`src/rtl/common.sv`:
```
// Shared front-end types: instruction word, fetch-queue entry and datapath widths.
package common;

    typedef logic [31:0] word_t;

    typedef struct packed {
        word_t pc;
        word_t instr;
        logic  fault;
    } fetch_entry_t;

    localparam int FETCH_WIDTH = 2;
    localparam int ISSUE_WIDTH = 2;
    localparam int FQ_DEPTH    = 8;

endpackage

```
`src/rtl/fetch_queue_compact.sv`:
```
// Lane compaction for the fetch queue: per-lane slot offset (prefix popcount) and write enables.
module fetch_queue_compact #(
    parameter int FETCH_WIDTH = 2,
    parameter int OFF_W       = $clog2(FETCH_WIDTH + 1)
) (
    input  logic                                en,
    input  logic [FETCH_WIDTH-1:0]              in_valid,
    output logic [FETCH_WIDTH-1:0]              wr_en,
    output logic [FETCH_WIDTH-1:0][OFF_W-1:0]   offset,
    output logic [OFF_W-1:0]                    num
);

    logic [OFF_W-1:0] acc;

    always_comb begin
        acc    = '0;
        wr_en  = '0;
        offset = '0;
        for (int i = 0; i < FETCH_WIDTH; i++) begin
            offset[i] = acc;
            wr_en[i]  = en & in_valid[i];
            acc       = acc + OFF_W'(in_valid[i]);
        end
        num = en ? acc : '0;
    end

endmodule

```
`src/rtl/fetch_queue.sv`:
```
// Multi-issue circular instruction buffer between fetch and decode, with lane compaction and flush.
module fetch_queue
    import common::fetch_entry_t;
#(
    parameter int FETCH_WIDTH = common::FETCH_WIDTH,
    parameter int ISSUE_WIDTH = common::ISSUE_WIDTH,
    parameter int DEPTH       = common::FQ_DEPTH,
    localparam int PTR_W      = $clog2(DEPTH),
    localparam int CNT_W      = PTR_W + 1,
    localparam int DEQ_W      = $clog2(ISSUE_WIDTH + 1)
) (
    input  logic                             clk,
    input  logic                             resetn,
    input  logic                             flush,
    input  logic [FETCH_WIDTH-1:0]           in_valid,
    input  fetch_entry_t [FETCH_WIDTH-1:0]   in_entry,
    output logic                             in_ready,
    output logic [ISSUE_WIDTH-1:0]           out_valid,
    output fetch_entry_t [ISSUE_WIDTH-1:0]   out_entry,
    input  logic [DEQ_W-1:0]                 deq_num,
    output logic [CNT_W-1:0]                 count
);

    localparam int OFF_W = $clog2(FETCH_WIDTH + 1);

    logic [PTR_W-1:0]                    head;
    logic [PTR_W-1:0]                    tail;
    fetch_entry_t                        mem [DEPTH];
    logic                                enq;
    logic [FETCH_WIDTH-1:0]              wr_en;
    logic [FETCH_WIDTH-1:0][OFF_W-1:0]   offset;
    logic [OFF_W-1:0]                    enq_num;
    logic [CNT_W-1:0]                    deq_req;
    logic [CNT_W-1:0]                    deq_eff;

    // Ready depends on registered occupancy only, so a same-cycle pop never frees space for a push.
    assign in_ready = (count <= CNT_W'(DEPTH - FETCH_WIDTH));
    assign enq      = in_ready & ~flush;

    fetch_queue_compact #(
        .FETCH_WIDTH (FETCH_WIDTH),
        .OFF_W       (OFF_W)
    ) u_compact (
        .en       (enq),
        .in_valid (in_valid),
        .wr_en    (wr_en),
        .offset   (offset),
        .num      (enq_num)
    );

    // Over-requests from decode are clipped to the current occupancy.
    assign deq_req = CNT_W'(deq_num);
    assign deq_eff = (deq_req > count) ? count : deq_req;

    always_ff @(posedge clk or negedge resetn) begin
        if (!resetn) begin
            head  <= '0;
            tail  <= '0;
            count <= '0;
        end else if (flush) begin
            head  <= '0;
            tail  <= '0;
            count <= '0;
        end else begin
            head  <= head + PTR_W'(deq_eff);
            tail  <= tail + PTR_W'(enq_num);
            count <= count + CNT_W'(enq_num) - deq_eff;
        end
    end

    // Storage is data-only: no reset, and flush leaves the contents in place.
    always_ff @(posedge clk) begin
        for (int i = 0; i < FETCH_WIDTH; i++) begin
            if (wr_en[i]) begin
                mem[tail + PTR_W'(offset[i])] <= in_entry[i];
            end
        end
    end

    always_comb begin
        out_valid = '0;
        out_entry = '0;
        for (int i = 0; i < ISSUE_WIDTH; i++) begin
            out_valid[i] = (count > CNT_W'(i));
            out_entry[i] = mem[head + PTR_W'(i)];
        end
    end

endmodule
```
`config.mk`:
```
export PLATFORM = sky130hd
export DESIGN_NAME = fetch_queue
export DESIGN_NICKNAME = d
export VERILOG_FILES = /design/src/rtl/common.sv /design/src/rtl/fetch_queue_compact.sv /design/src/rtl/fetch_queue.sv
export SDC_FILE = /design/constraint.sdc
export NUM_CORES = 1
export LEC_CHECK = 0
export CAP_MARGIN = 40
export CORE_ASPECT_RATIO = 0.75
export CORE_MARGIN = 4
export CORE_UTILIZATION = 40
export DETAILED_ROUTE_END_ITERATION = 16
export GPL_TIMING_DRIVEN = 0
export SKIP_LAST_GASP = 1
export SLEW_MARGIN = 25
export SYNTH_ARGS = -nofsm -noshare
export SYNTH_HDL_FRONTEND = slang
export SYNTH_HIERARCHICAL = 1
export SYNTH_SLANG_ARGS = --single-unit
```
`constraint.sdc`:
```
create_clock -name clk -period 8.4 [get_ports clk]
set_input_delay 2.52 -clock clk [delete_from_list [all_inputs] [get_ports clk]]
set_output_delay 2.52 -clock clk [all_outputs]
set_load 0.05 [all_outputs]
```
==> impl_metrics.yaml <==
critical_path:
  ff2ff_path_depth: 15
  cp-end-kind: "output pin"
  setup.reg_to_reg.worst_slack_ns: 4.46
  critPathTopFamily: "buffers and inverters"
  start_kind: "register"
  worstPathRequired_ns: 5.88
  slowest_delay_ns: 0.70
  cp.depth: 7
  regToRegStartpoint: "count[3]"
  crit_buf_inv: 4
  r2r_end: "mem[0][38]"
  critPathKind: "reg -> out"
  cp_slowest_cell: "clkdlybuf4s50_1"
  cp.arrival_ns: 4.26
  cp-startpoint: "head[1]"
  crit_chain: "ha_1, clkbuf_1, buf_6, buf_1, mux4_2, mux2_2, clkdlybuf4s50_1"
  critPathMaxFanout: 10
  setup.worst_path.end: "out_entry[109]"
power:
  p_clk_share_pct: 19.6
  p_sw_mw: 5.92
  p_int_mw: 7.92
  seq_power_share_pct: 23.5
  peakVddDrop_v: 0.000353
  p_sw_share_pct: 42.8
  p_comb_share_pct: 57.0
  power.density_nw_per_um2: 367
  leakage_nw: 12.3
synth:
  synth_area_per_cell_um2: 18.3
  yosys_warnings: 6
  synth_top_cell_by_area: "edfxtp_1"
  netlist_instances: 1675
  synth_cell_types: 35
  ys_async_sr_fraction_pct: 1.89
  netlist_area_um2: 30600
  ys_top_cells_by_area: "edfxtp_1, mux4_2, mux2_2"
  yosysSeqAreaShare_pct: 51.8
  synth_edf_count: 520
  ys.flop_type: "edfxtp_1"
  yosysTopAreaCellShare_pct: 51.0
  ys_ff_latch: 530
timing:
  rsz0062_at_grt: "no"
  finalSetupViolations: 0
  drv_slew: 0
  fmax_mhz: 147
  hold_ws_ns: 0.688
  period_share_pct: 80.8
  slew_headroom_pct: 45.0
  finalHoldViolations: 0
  max_slew.worst_pin.slew_ns: 0.825
  period_minus_slack_ns: 6.78
  finClkSkew_ns: 0.0120
cts:
  clk_latency_ns: 0.63
  postCtsSetupBuffers: 0
  post_cts_resized: 0
  clock-sinks: 530
  ctsHoldBuffers: 0
  numCtsBuffers: 58
  clk_pin_slew_worst_paths_ns: 0.06
  htreeDepth: 2
  cts_buffer_depth: 3
  cts_tree: "yes"
  root_buffer: "clkbuf_16"
floorplan:
  core_area_um2: 75500
  pin_count: 274
  start_util_pct: 40.5
  fp-row-count: 87
  die_area_um2: 81100
  die_x_um: 328
  die_y_um: 248
final_layout:
  fin_cells: 3147
  final_cell_mix: "edfxtp_1, mux2_2, clkdlybuf4s50_1"
  fin_util_pct: 50.0
  final_common_cell: "edfxtp_1"
  nFillCells: 6255
  num-nets-final: 2226
  drive_above_1_share_pct: 46.7
  area_delta_synth_final_pct: 23.2
routing:
  drt-vias-per-instance: 5.92
  wl_um: 95500
  drc: 0
  drtPass1Iterations: 5
  wl_per_cell_um: 30.4
  ant_nets: 0
  drt_iter0_drc: 1685
  num_vias: 18600
place:
  dp_hpwl_um: 65300
  place_congestion: 0.763
  portBuffers: 273
  dp.cells: 3027
global_routing:
  grt_pass1_wl_um: 138000
  grt-ovfl-total: 0
  track_usage_pct: 23.3
  antenna_found_initial: 18
  grt_pass1_vias: 19800
  grt_max_degree: 31
min_path:
  hp-class: "reg -> reg"
  whs_path_depth: 2
flow_run:
  cap_violations: 0
outcome:
  status: "complete, no violations"
how the worst min path moves through the flow:
stage,end,slack [ns],start
floorplan,head[0],0.61,head[0]
global placement,tail[0],0.66,tail[0]
finish,tail[0],0.69,tail[0]
detailed placement,tail[0],0.69,tail[0]
CTS,tail[0],0.71,tail[0]
global route,tail[0],0.74,tail[0]
final cells by class:
class	count	area [µm²]	share of cell area [%]
timing repair buffer	330	3720	9.85
clock buffer	67	1550	4.10
sequential	530	15900	42.0
buffer	134	783	2.08
clock inverter	43	440	1.17
tap	1023	1280	3.39
antenna	7	17.5	0.0464
inverter	8	30.0	0.0796
multi-input combinational	1005	14100	37.3
sequential cells by signal (all words and copies together), names as in the netlist:
| register | cells |
|---|---|
| head | 3 |
| count | 4 |
| tail | 3 |
| mem | 520 |
synth_stat cells (3+ instances only):
library cell  count
a21o_1            4
and2_1            4
buf_1            10
buf_2            65
buf_4            33
buf_6            10
clkbuf_1         16
dfrtp_1          10
edfxtp_1        520
fa_1              5
ha_1             17
inv_1             8
mux2_1          194
mux2_2          459
mux4_2          260
nand2_1          11
nor2_1           10
nor2b_1          10
o22ai_1           4
xnor2_1           4
xor2_1            3
power by group through the flow:
stage	registers [mW]	logic, mW	clock network [mW]
2_1_floorplan	3.31	5.16	0
3_3_place_gp	3.35	7.70	0
3_5_place_dp	3.30	7.91	0
4_1_cts	3.25	7.95	2.75
5_1_grt	3.26	8.25	2.87
6_report	3.25	7.89	2.71
per-stage QoR:
stage          setup WS (ns)  power (mW)  instance area [µm²]  TNS (ns)
6_report                1.62        13.8                37700         0
5_1_grt                 1.42        14.4                37700         0
4_1_cts                 1.54        13.9                37700         0
3_5_place_dp            1.94        11.2                35700         0
3_3_place_gp           -7.30        11.1                34700  -1886.64
2_1_floorplan         -0.127        8.47                30600    -16.47
worst min-delay path: stages, from the launching register on:
cell and delay (ns):
dfrtp_1 0.39, ha_1 0.14, nor2b_1 0.12
routing by layer:
layer | GRT usage (%) | vias up | wire, µm
li1 | - | 7837 | -
met2 | 37.8 | 734 | 45000
met5 | 0 | - | 122
met1 | 32.1 | 9913 | 40900
met3 | 5.76 | 140 | 7620
met4 | 5.25 | 20 | 1860
logic make-up after synthesis:
group,count (synthesis),synth area share (%)
buf+inv,142,2.65
mux,915,43.2
fa+ha+maj,22,1.02
xor+xnor,9,0.306
flops,530,51.8
other cells,1,0.0122
simple gates,42,0.715
compound gates,14,0.314
Power figures use the tool's default switching activity.
